$ cat src/rtl/seven_seg_scan_driver.sv
`default_nettype none
// ============================================================================
// Module      : seven_seg_scan_driver
// Description : Time-multiplexed multi-digit 7-segment display driver.
//               Packed nibbles are decoded one digit at a time onto a shared
//               segment bus with a one-hot digit enable.  Supports hex or
//               decimal-only decode, leading-zero blanking, per-digit
//               decimal points, frame-synchronous double buffering and a
//               dead time at the start of every digit slot.
// Ports       : i_Clk        - system clock
//               i_Rst        - asynchronous active-high reset
//               i_Value      - NUM_DIGITS packed nibbles, nibble 0 rightmost
//               i_Dp         - decimal point per digit
//               i_Load       - capture i_Value/i_Dp into the shadow register
//               i_Hex_En     - 1: show A-F, 0: blank codes 10-15
//               i_Blank_Lz   - 1: blank leading zeros (never digit 0)
//               o_Segments   - segments, bit6 = A ... bit0 = G
//               o_Dp         - decimal point of the active digit
//               o_Digit_En   - one-hot digit enable
//               o_Frame_Done - one-cycle pulse after each frame boundary
// Revision    : 1.0 - initial release
// ============================================================================
module seven_seg_scan_driver #(
    parameter int NUM_DIGITS     = 4,
    parameter int CLKS_PER_DIGIT = 25000,
    parameter int DEAD_CLKS      = 250,
    parameter int SEG_ACTIVE_LOW = 0,
    parameter int DIG_ACTIVE_LOW = 1
) (
    input  logic                      i_Clk,
    input  logic                      i_Rst,
    input  logic [4*NUM_DIGITS-1:0]   i_Value,
    input  logic [NUM_DIGITS-1:0]     i_Dp,
    input  logic                      i_Load,
    input  logic                      i_Hex_En,
    input  logic                      i_Blank_Lz,
    output logic [6:0]                o_Segments,
    output logic                      o_Dp,
    output logic [NUM_DIGITS-1:0]     o_Digit_En,
    output logic                      o_Frame_Done
);

    localparam int c_PW = (CLKS_PER_DIGIT > 1) ? $clog2(CLKS_PER_DIGIT) : 1;
    localparam int c_IW = (NUM_DIGITS > 1) ? $clog2(NUM_DIGITS) : 1;
    localparam logic [c_PW-1:0] c_P_LAST  = c_PW'(CLKS_PER_DIGIT - 1);
    localparam logic [c_IW-1:0] c_I_LAST  = c_IW'(NUM_DIGITS - 1);
    localparam logic            c_SEG_INV = (SEG_ACTIVE_LOW != 0);
    localparam logic            c_DIG_INV = (DIG_ACTIVE_LOW != 0);

    logic [c_PW-1:0]           r_presc;
    logic [c_IW-1:0]           r_idx;
    logic [4*NUM_DIGITS-1:0]   r_shadow_val;
    logic [NUM_DIGITS-1:0]     r_shadow_dp;
    logic [4*NUM_DIGITS-1:0]   r_disp_val;
    logic [NUM_DIGITS-1:0]     r_disp_dp;

    logic                      w_p_wrap;
    logic                      w_frame_edge;
    logic                      w_live;
    logic                      w_acc;
    logic [NUM_DIGITS-1:0]     w_zero_run;
    logic [3:0]                w_nib;
    logic                      w_dp_sel;
    logic                      w_lz_blank;
    logic [NUM_DIGITS-1:0]     w_en_raw;
    logic [6:0]                w_seg_raw;
    logic [6:0]                w_seg;

    assign w_p_wrap     = (r_presc == c_P_LAST);
    assign w_frame_edge = w_p_wrap && (r_idx == c_I_LAST);

    // Digits stay dark for the first DEAD_CLKS clocks of each slot so the
    // previous digit's segments never ghost onto the next digit.
    generate
        if (DEAD_CLKS == 0) begin : g_no_dead
            assign w_live = 1'b1;
        end else begin : g_dead
            assign w_live = (r_presc >= c_PW'(DEAD_CLKS));
        end
    endgenerate

    // Scan counters: prescaler within a slot, digit index across slots.
    always_ff @(posedge i_Clk or posedge i_Rst) begin
        if (i_Rst) begin
            r_presc <= '0;
            r_idx   <= '0;
        end else if (w_p_wrap) begin
            r_presc <= '0;
            r_idx   <= (r_idx == c_I_LAST) ? '0 : r_idx + 1'b1;
        end else begin
            r_presc <= r_presc + 1'b1;
        end
    end

    // Double buffer: loads go to the shadow copy, which is only transferred
    // to the display copy at the frame boundary so a frame is never torn.
    always_ff @(posedge i_Clk or posedge i_Rst) begin
        if (i_Rst) begin
            r_shadow_val <= '0;
            r_shadow_dp  <= '0;
            r_disp_val   <= '0;
            r_disp_dp    <= '0;
        end else begin
            if (i_Load) begin
                r_shadow_val <= i_Value;
                r_shadow_dp  <= i_Dp;
            end
            if (w_frame_edge) begin
                r_disp_val <= r_shadow_val;
                r_disp_dp  <= r_shadow_dp;
            end
        end
    end

    // w_zero_run[k] is set when display nibbles NUM_DIGITS-1 down to k are
    // all zero, i.e. digit k is a leading zero.
    always_comb begin
        w_zero_run = '0;
        w_acc      = 1'b1;
        for (int k = NUM_DIGITS - 1; k >= 0; k--) begin
            w_acc         = w_acc && (r_disp_val[4*k +: 4] == 4'd0);
            w_zero_run[k] = w_acc;
        end
    end

    // Select the active digit's nibble, DP, blanking state and enable.
    always_comb begin
        w_nib      = '0;
        w_dp_sel   = 1'b0;
        w_lz_blank = 1'b0;
        w_en_raw   = '0;
        for (int k = 0; k < NUM_DIGITS; k++) begin
            if (r_idx == c_IW'(k)) begin
                w_nib       = r_disp_val[4*k +: 4];
                w_dp_sel    = r_disp_dp[k];
                w_lz_blank  = (k != 0) && i_Blank_Lz && w_zero_run[k];
                w_en_raw[k] = w_live;
            end
        end
    end

    // Active-high segment decode, A in bit 6 down to G in bit 0.
    always_comb begin
        w_seg_raw = 7'b0000000;
        case (w_nib)
            4'h0: w_seg_raw = 7'b1111110;
            4'h1: w_seg_raw = 7'b0110000;
            4'h2: w_seg_raw = 7'b1101101;
            4'h3: w_seg_raw = 7'b1111001;
            4'h4: w_seg_raw = 7'b0110011;
            4'h5: w_seg_raw = 7'b1011011;
            4'h6: w_seg_raw = 7'b1011111;
            4'h7: w_seg_raw = 7'b1110000;
            4'h8: w_seg_raw = 7'b1111111;
            4'h9: w_seg_raw = 7'b1111011;
            4'hA: w_seg_raw = i_Hex_En ? 7'b1110111 : 7'b0000000;
            4'hB: w_seg_raw = i_Hex_En ? 7'b0011111 : 7'b0000000;
            4'hC: w_seg_raw = i_Hex_En ? 7'b1001110 : 7'b0000000;
            4'hD: w_seg_raw = i_Hex_En ? 7'b0111101 : 7'b0000000;
            4'hE: w_seg_raw = i_Hex_En ? 7'b1001111 : 7'b0000000;
            4'hF: w_seg_raw = i_Hex_En ? 7'b1000111 : 7'b0000000;
            default: w_seg_raw = 7'b0000000;
        endcase
        w_seg = w_lz_blank ? 7'b0000000 : w_seg_raw;
    end

    // Registered output stage; board polarity is applied here and nowhere
    // else so all internal logic stays active-high.
    always_ff @(posedge i_Clk or posedge i_Rst) begin
        if (i_Rst) begin
            o_Segments   <= {7{c_SEG_INV}};
            o_Dp         <= c_SEG_INV;
            o_Digit_En   <= {NUM_DIGITS{c_DIG_INV}};
            o_Frame_Done <= 1'b0;
        end else begin
            o_Segments   <= w_seg ^ {7{c_SEG_INV}};
            o_Dp         <= w_dp_sel ^ c_SEG_INV;
            o_Digit_En   <= w_en_raw ^ {NUM_DIGITS{c_DIG_INV}};
            o_Frame_Done <= w_frame_edge;
        end
    end

endmodule
`default_nettype wire

$ cat config.mk
export PLATFORM = sky130hd
export DESIGN_NAME = seven_seg_scan_driver
export DESIGN_NICKNAME = d
export VERILOG_FILES = /design/src/rtl/seven_seg_scan_driver.sv
export SDC_FILE = /design/constraint.sdc
export NUM_CORES = 1
export LEC_CHECK = 0
export CAP_MARGIN = 30
export CORE_AREA = 5 5 72 107
export CTS_CLUSTER_SIZE = 40
export DETAILED_ROUTE_END_ITERATION = 7
export DIE_AREA = 0 0 77 112
export PLACE_DENSITY_LB_ADDON = 0.25
export SETUP_SLACK_MARGIN = 0.5
export SKIP_CTS_REPAIR_TIMING = 1
export SYNTH_ARGS = -nofsm -noshare
export SYNTH_HDL_FRONTEND = slang
export SYNTH_SLANG_ARGS = --single-unit
$ cat constraint.sdc
create_clock -name i_Clk -period 2.23 [get_ports i_Clk]
set_clock_uncertainty 0.05 [all_clocks]
set_input_delay 0.3345 -clock i_Clk [delete_from_list [all_inputs] [get_ports i_Clk]]
set_output_delay 0.3345 -clock i_Clk [all_outputs]
set_load 0.05 [all_outputs]
==> results of run 1 <==
[state kept, by name, summed over array words and instances (netlist names)]
register and count:
r_disp_dp 4, r_shadow_val 16, r_idx 2, r_presc 15, o_Frame_Done 1, r_disp_val 16
o_Segments 7, o_Digit_En 4, r_shadow_dp 4, o_Dp 1
[layout by cell type, fill, tap and decap left out, types with 3 or more instances in the layout]
| master | instances |
|---|---|
| clkbuf_8 | 10 |
| o21ai_0 | 4 |
| xnor2_1 | 7 |
| o21ai_1 | 6 |
| nor2_4 | 3 |
| buf_6 | 11 |
| inv_1 | 6 |
| nand2_1 | 15 |
| clkdlybuf4s50_1 | 24 |
| nand3_1 | 3 |
| nor4_4 | 3 |
| clkbuf_1 | 5 |
| xor2_1 | 3 |
| nand4_1 | 4 |
| a21oi_1 | 3 |
| nand2_2 | 4 |
| dfstp_2 | 4 |
| dlymetal6s2s_1 | 13 |
| mux2_4 | 20 |
| ha_4 | 4 |
| mux2_2 | 20 |
| nor2_1 | 6 |
| dfrtp_2 | 3 |
| nand3b_1 | 6 |
| nor2b_1 | 3 |
| nor4_1 | 4 |
| nor2_2 | 5 |
| buf_4 | 23 |
| and3_1 | 3 |
| nor3_1 | 3 |
| dfrtp_1 | 63 |
[power breakdown]
part	internal, uW	switching (uW)
Clock	550	444
Combinational	76.4	48.8
Sequential	1310	21.0
Total	1930	514
[critical path, stage by stage, from the launching register on]
cell and delay, ps:
dfrtp_2 450, inv_4 70, ha_4 180, nand3b_1 160
a311o_1 420, buf_6 160, and2_1 130, o21ai_0 230
a31oi_1 140
[cells by family after synthesis]
kind of cell / count (synthesis)
adders and majority gates: 6
DFF: 70
buffers and inverters: 24
and+or+nand+nor: 79
xor gates and xnor gates: 13
AOI/OAI and AO/OA: 36
muxes: 40
[metrics by stage]
stage / power (uW) / hold WS, ps
floorplan: 1410 / 392
global placement: 1480 / 413
detailed placement: 1480 / 415
CTS: 2480 / 381
global route: 2570 / 402
finish: 2450 / 367
[final cells by class]
cell class,instances,area share (%)
Inverter,9,0.953
Multi-Input combinational cell,174,37.1
Clock inverter,1,0.673
Sequential cell,70,39.4
Timing Repair Buffer,72,16.1
Tap cell,78,2.19
Clock buffer,15,3.50
[metal layers]
layer  up-vias  wire (um)
li1       1089          -
met1      1164       2770
met2        39       4150
met3        17        246
met4         0        217
met5         -          0
[final timing paths]
| path | from | end | slack (ps) | cells past startpoint |
|---|---|---|---|---|
| setup / recovery | r_idx[1] | o_Segments[5] | 110 | 8 |
| hold / removal | i_Rst | r_shadow_val[4] | 370 | 3 |
| setup reg to reg | r_idx[1] | o_Segments[5] | 110 | 8 |
| hold reg to reg | r_presc[11] | r_presc[11] | 440 | 1 |
| max in group asynchronous | i_Rst | o_Digit_En[2] | 1420 | 3 |
| min in group i_Clk | r_presc[11] | r_presc[11] | 440 | 1 |
==> metrics, run 1 <==
die area=0.00862 sq mm; Total Wirelength=7.38 mm; CP Max Fanout=7; largest cells by area after synthesis=dfrtp_1, mux2_4, mux2_2; Placed Cells=384; Synth Area in Adders=2.30%; largest family of logic cells by synthesized area=multiplexers; GRT overflow=0; Total GRT Usage=16.9%; clock latency on the worst-skew pair=360 ps; nets=367; core area=0.00671 sq mm; Remaining DRCs=0; RSZ-0062 raised after global routing=yes; VDD IR max=0.000390 V; crit share post-route=95.1%; Vias=2309; syn_area_per_cell=12.2 sq um; drt first pass iters=6; Min-Delay Path Class=in -> async; Seq/Total Area, Yosys=53.8%; xor-xnor portion of the synthesized cell area=3.49%; final worst setup slack=109 ps; largest area contributor in the synthesized netlist=dfrtp_1; Max Slew Vio Count=0; CP required=2400 ps; CTS tree=done; multi-input logic area=0.00166 sq mm; Startpoint Class=flip-flop; Post-Syn Instances=268; clk slew on worst S/H paths=70 ps; Synth Cell Area=0.00327 sq mm; Antenna Cells=0; main flop type after synthesis=dfrtp_1; Leak=0.00199 uW; Post-Synth Simple-Gate Area=13.1%; worst slack, placed=51.6 ps; slew at the pin with the worst max-slew slack=519 ps; total negative slack=0 ps; Via density=5.51; buffers added on ports=37; Setup crit end kind=flip-flop; routed len/inst=17.6 um; post-route ant nets=0; number of CTS-inserted buffers=9; count of cell types in the netlist=46; routing usage on met1=18.5%; vias in the first global route=2279; Finished Cell Area=0.00446 sq mm; first-pass GRT wire length=11.2 mm; number of flops mapped to enable cells by yosys=0; Synth top area share=50.6%; Power Dens Cells=548 mW/mm^2; WS Path Type=reg -> reg; Most Crowded Layer GR=met2; complex-gate fraction of the synthesized area=7.74%; met2 usage=29.2%; Yosys Warn Count=0; H-tree depth=3; # rows=37; largest net degree at the start of global routing=71; Slew HR=65.3%; initial antenna violation count=0; final HPWL from detailed placement=4.93 mm; Chip Width=77 um; post-synthesis sequential element count=70; Die Ht=112 um; Post-synth top cells=dfrtp_1, mux2_2, mux2_4, nand2_1, nor2_1; Ports=38; storage element area=0.00176 sq mm; met3 Usage GRT=5.34%; Layout Utilization=66.5%; share of synthesized registers carrying an async set or reset=100%; f_max=471 MHz; maxcap violations=0; most frequent cell after synthesis=dfrtp_1; placed cell areas=0.00384 sq mm; fillers=492; multiplexer area fraction after synthesis=16.1%; worst-case clock buffer depth=2; DR iter-0 viols=130; non-filler cells, final=419; Final Hold Fails=0; # setup viols final=0; Initial Utilization=48.6%; share of post-route cells with drive strength above 1=40.2%; status=finished clean; clk sinks=70; routability cong.=0.867; Area Overhead vs Synth=36.7%; root buffer cell=clkbuf_8; Post-Syn Nets=299; crit path time final=2120 ps; Crit path arrival time=2290 ps
No activity file was read; power rests on OpenSTA's default activity.
==> inputs of run 2 (changes only) <==
--- a/config.mk
+++ b/config.mk
@@ -5,7 +5,6 @@
 export SDC_FILE = /design/constraint.sdc
 export NUM_CORES = 1
 export LEC_CHECK = 0
-export CAP_MARGIN = 30
 export CORE_AREA = 5 5 72 107
 export CTS_CLUSTER_SIZE = 40
 export DETAILED_ROUTE_END_ITERATION = 7
@@ -16,3 +15,4 @@
 export SYNTH_ARGS = -nofsm -noshare
 export SYNTH_HDL_FRONTEND = slang
 export SYNTH_SLANG_ARGS = --single-unit
+export TNS_END_PERCENT = 5
==> run 2 against run 1 <==
Net effect: sequential share of layout area grew 1.3 points; routed wire length shrank 1.6%; largest power group unchanged; worst hold slack lost 50 ps.
==> metrics, run 2 (synthesis gave the netlist of run 1 again) <==
non-filler cells, final=414 (was 419); first-pass GRT wire length=11.7 mm (was 11.2 mm); clock latency on the worst-skew pair=340 ps (was 360 ps); status=finished clean (unchanged); Placed Cells=388 (was 384); most common cell after layout, fill and taps aside=dfrtp_1 (unchanged); crit path cell chain=buf_6 > ha_4 > nor3b_4 > a311o_1 > and2_4 > buf_6 > o21ai_1 > a31oi_1 (was inv_4 > ha_4 > nand3b_1 > a311o_1 > buf_6 > and2_1 > o21ai_0 > a31oi_1); f_max=478 MHz (was 471 MHz); Min-Delay Path Class=in -> async (unchanged); Max Slew Vio Count=0 (unchanged); Remaining DRCs=0 (unchanged); post-route ant nets=0 (unchanged); Total Wirelength=7.27 mm (was 7.38 mm); initial antenna violation count=0 (unchanged); # rows=37 (unchanged); Clk pwr share=44.0% (was 40.6%); Leak=0.00192 uW (was 0.00199 uW); drt first pass iters=4 (was 6); routed len/inst=17.6 um (about the same); clk slew on worst S/H paths=70 ps (about the same); CP max-delay cell=dfrtp_2 (unchanged); combinational power share=5.0% (was 5.1%); Final Hold Fails=0 (unchanged); largest net degree at the start of global routing=28 (was 71); Worst path most repeated cell=buf_6; Total GRT Usage=16.9% (about the same); DR iter-0 viols=126 (was 130); crit share post-route=93.9% (was 95.1%); switching pwr=535 uW (was 514 uW); Area Overhead vs Synth=32.3% (was 36.7%); Pint=2070 uW (was 1930 uW); Startpoint Class=flip-flop (unchanged); switching portion of total power=20.6% (was 21.0%); Antenna Cells=0 (unchanged); core area=0.00671 sq mm (unchanged); vias in the first global route=2433 (was 2279); CTS tree=done (unchanged); nets=363 (was 367); maxcap violations=0 (unchanged); H-tree depth=3 (unchanged); Crit path arrival time=2270 ps (was 2290 ps); die area=0.00862 sq mm (unchanged); Ports=38 (unchanged); Worst Path Buf+Inv=2 (unchanged); VDD IR max=0.000409 V (was 0.000390 V); Power Dens Cells=602 mW/mm^2 (was 548 mW/mm^2); share of post-route cells with drive strength above 1=35.1% (was 40.2%); slew at the pin with the worst max-slew slack=667 ps (was 519 ps); Via density=5.61 (was 5.51); fillers=504 (was 492); worst-case clock buffer depth=2 (unchanged); Flop pwr share=51.0% (was 54.2%); CP required=2400 ps (about the same); worst slack, placed=40.2 ps (was 51.6 ps); clk sinks=70 (unchanged); Vias=2323 (was 2309); Slew HR=55.1% (was 65.3%); CP Max Fanout=6 (was 7); final worst setup slack=136 ps (was 109 ps); Top Registers=r_disp_val x16, r_shadow_val x16, r_presc x15 (unchanged); routability cong.=0.888 (was 0.867); root buffer cell=clkbuf_8 (unchanged); Chip Width=77 um (unchanged); final HPWL from detailed placement=4.83 mm (was 4.93 mm); most frequent cells in the layout=dfrtp_1, clkdlybuf4s50_1, buf_4, mux2_4, mux2_2 (unchanged); Die Ht=112 um (unchanged); RSZ-0062 raised after global routing=yes (unchanged); number of CTS-inserted buffers=9 (unchanged); # setup viols final=0 (unchanged); buffers added on ports=37 (unchanged); CP max stage delay=460 ps (was 450 ps); GRT overflow=0 (unchanged); WS Path Type=reg -> reg (unchanged); Top delay family on crit path=compound AO/OA/AOI/OAI gates (unchanged); Initial Utilization=48.6% (unchanged); Setup crit end kind=flip-flop (unchanged); crit path time final=2090 ps (was 2120 ps)
[run 2: routing by layer]
metal / routed length (um) / share of wire [%] / global-route usage (%) / vias to the layer above
met5: 0 / 0 / 0 / -
met4: 206 / 2.8 / 8.49 / 0
met3: 257 / 3.5 / 4.53 / 22
met2: 3940 / 54 / 28.6 / 52
met1: 2860 / 39 / 19.5 / 1166
li1: - / - / - / 1083
[run 2: final cells by class]
class | count | area (sq um) | share of cell area (%)
Sequential cell | 70 | 1760 | 40.7
Tap cell | 78 | 97.6 | 2.26
Clock buffer | 11 | 151 | 3.50
Clock inverter | 4 | 70.1 | 1.62
Multi-Input combinational cell | 174 | 1550 | 35.8
Inverter | 9 | 42.5 | 0.984
Timing Repair Buffer | 68 | 654 | 15.1
[run 2: path summary, 6_finish.rpt]
kind	startpoint	to	slack [ps]	cells past startpoint
setup / recovery	r_idx[1]	o_Segments[1]	140	8
hold / removal	i_Rst	r_disp_val[3]	320	2
setup reg to reg	r_idx[1]	o_Segments[1]	140	8
hold reg to reg	r_presc[0]	r_presc[0]	430	1
max in group asynchronous	i_Rst	o_Digit_En[2]	1260	3
min in group i_Clk	r_presc[0]	r_presc[0]	430	1
[run 2: power by group through the flow]
stage / clock network [uW] / logic, uW / registers, uW
3_5_place_dp: 0 / 132 / 1350
5_1_grt: 1220 / 145 / 1330
6_report: 1140 / 130 / 1330
3_3_place_gp: 0 / 129 / 1350
4_1_cts: 1160 / 132 / 1330
2_1_floorplan: 0 / 65.6 / 1340
[run 2: through the flow]
stage | hold slack, ps | utilization, % | power, uW | instance area [sq um] | setup TNS [ps]
2_1_floorplan | 396 | - | 1410 | 3270 | 0
3_3_place_gp | 424 | 57.1 | 1480 | 3830 | 0
3_5_place_dp | 431 | 57.1 | 1480 | 3830 | 0
4_1_cts | 317 | 60.4 | 2630 | 4050 | -32.4
5_1_grt | 340 | 64.4 | 2700 | 4320 | 0
6_report | 317 | 64.4 | 2600 | 4320 | 0
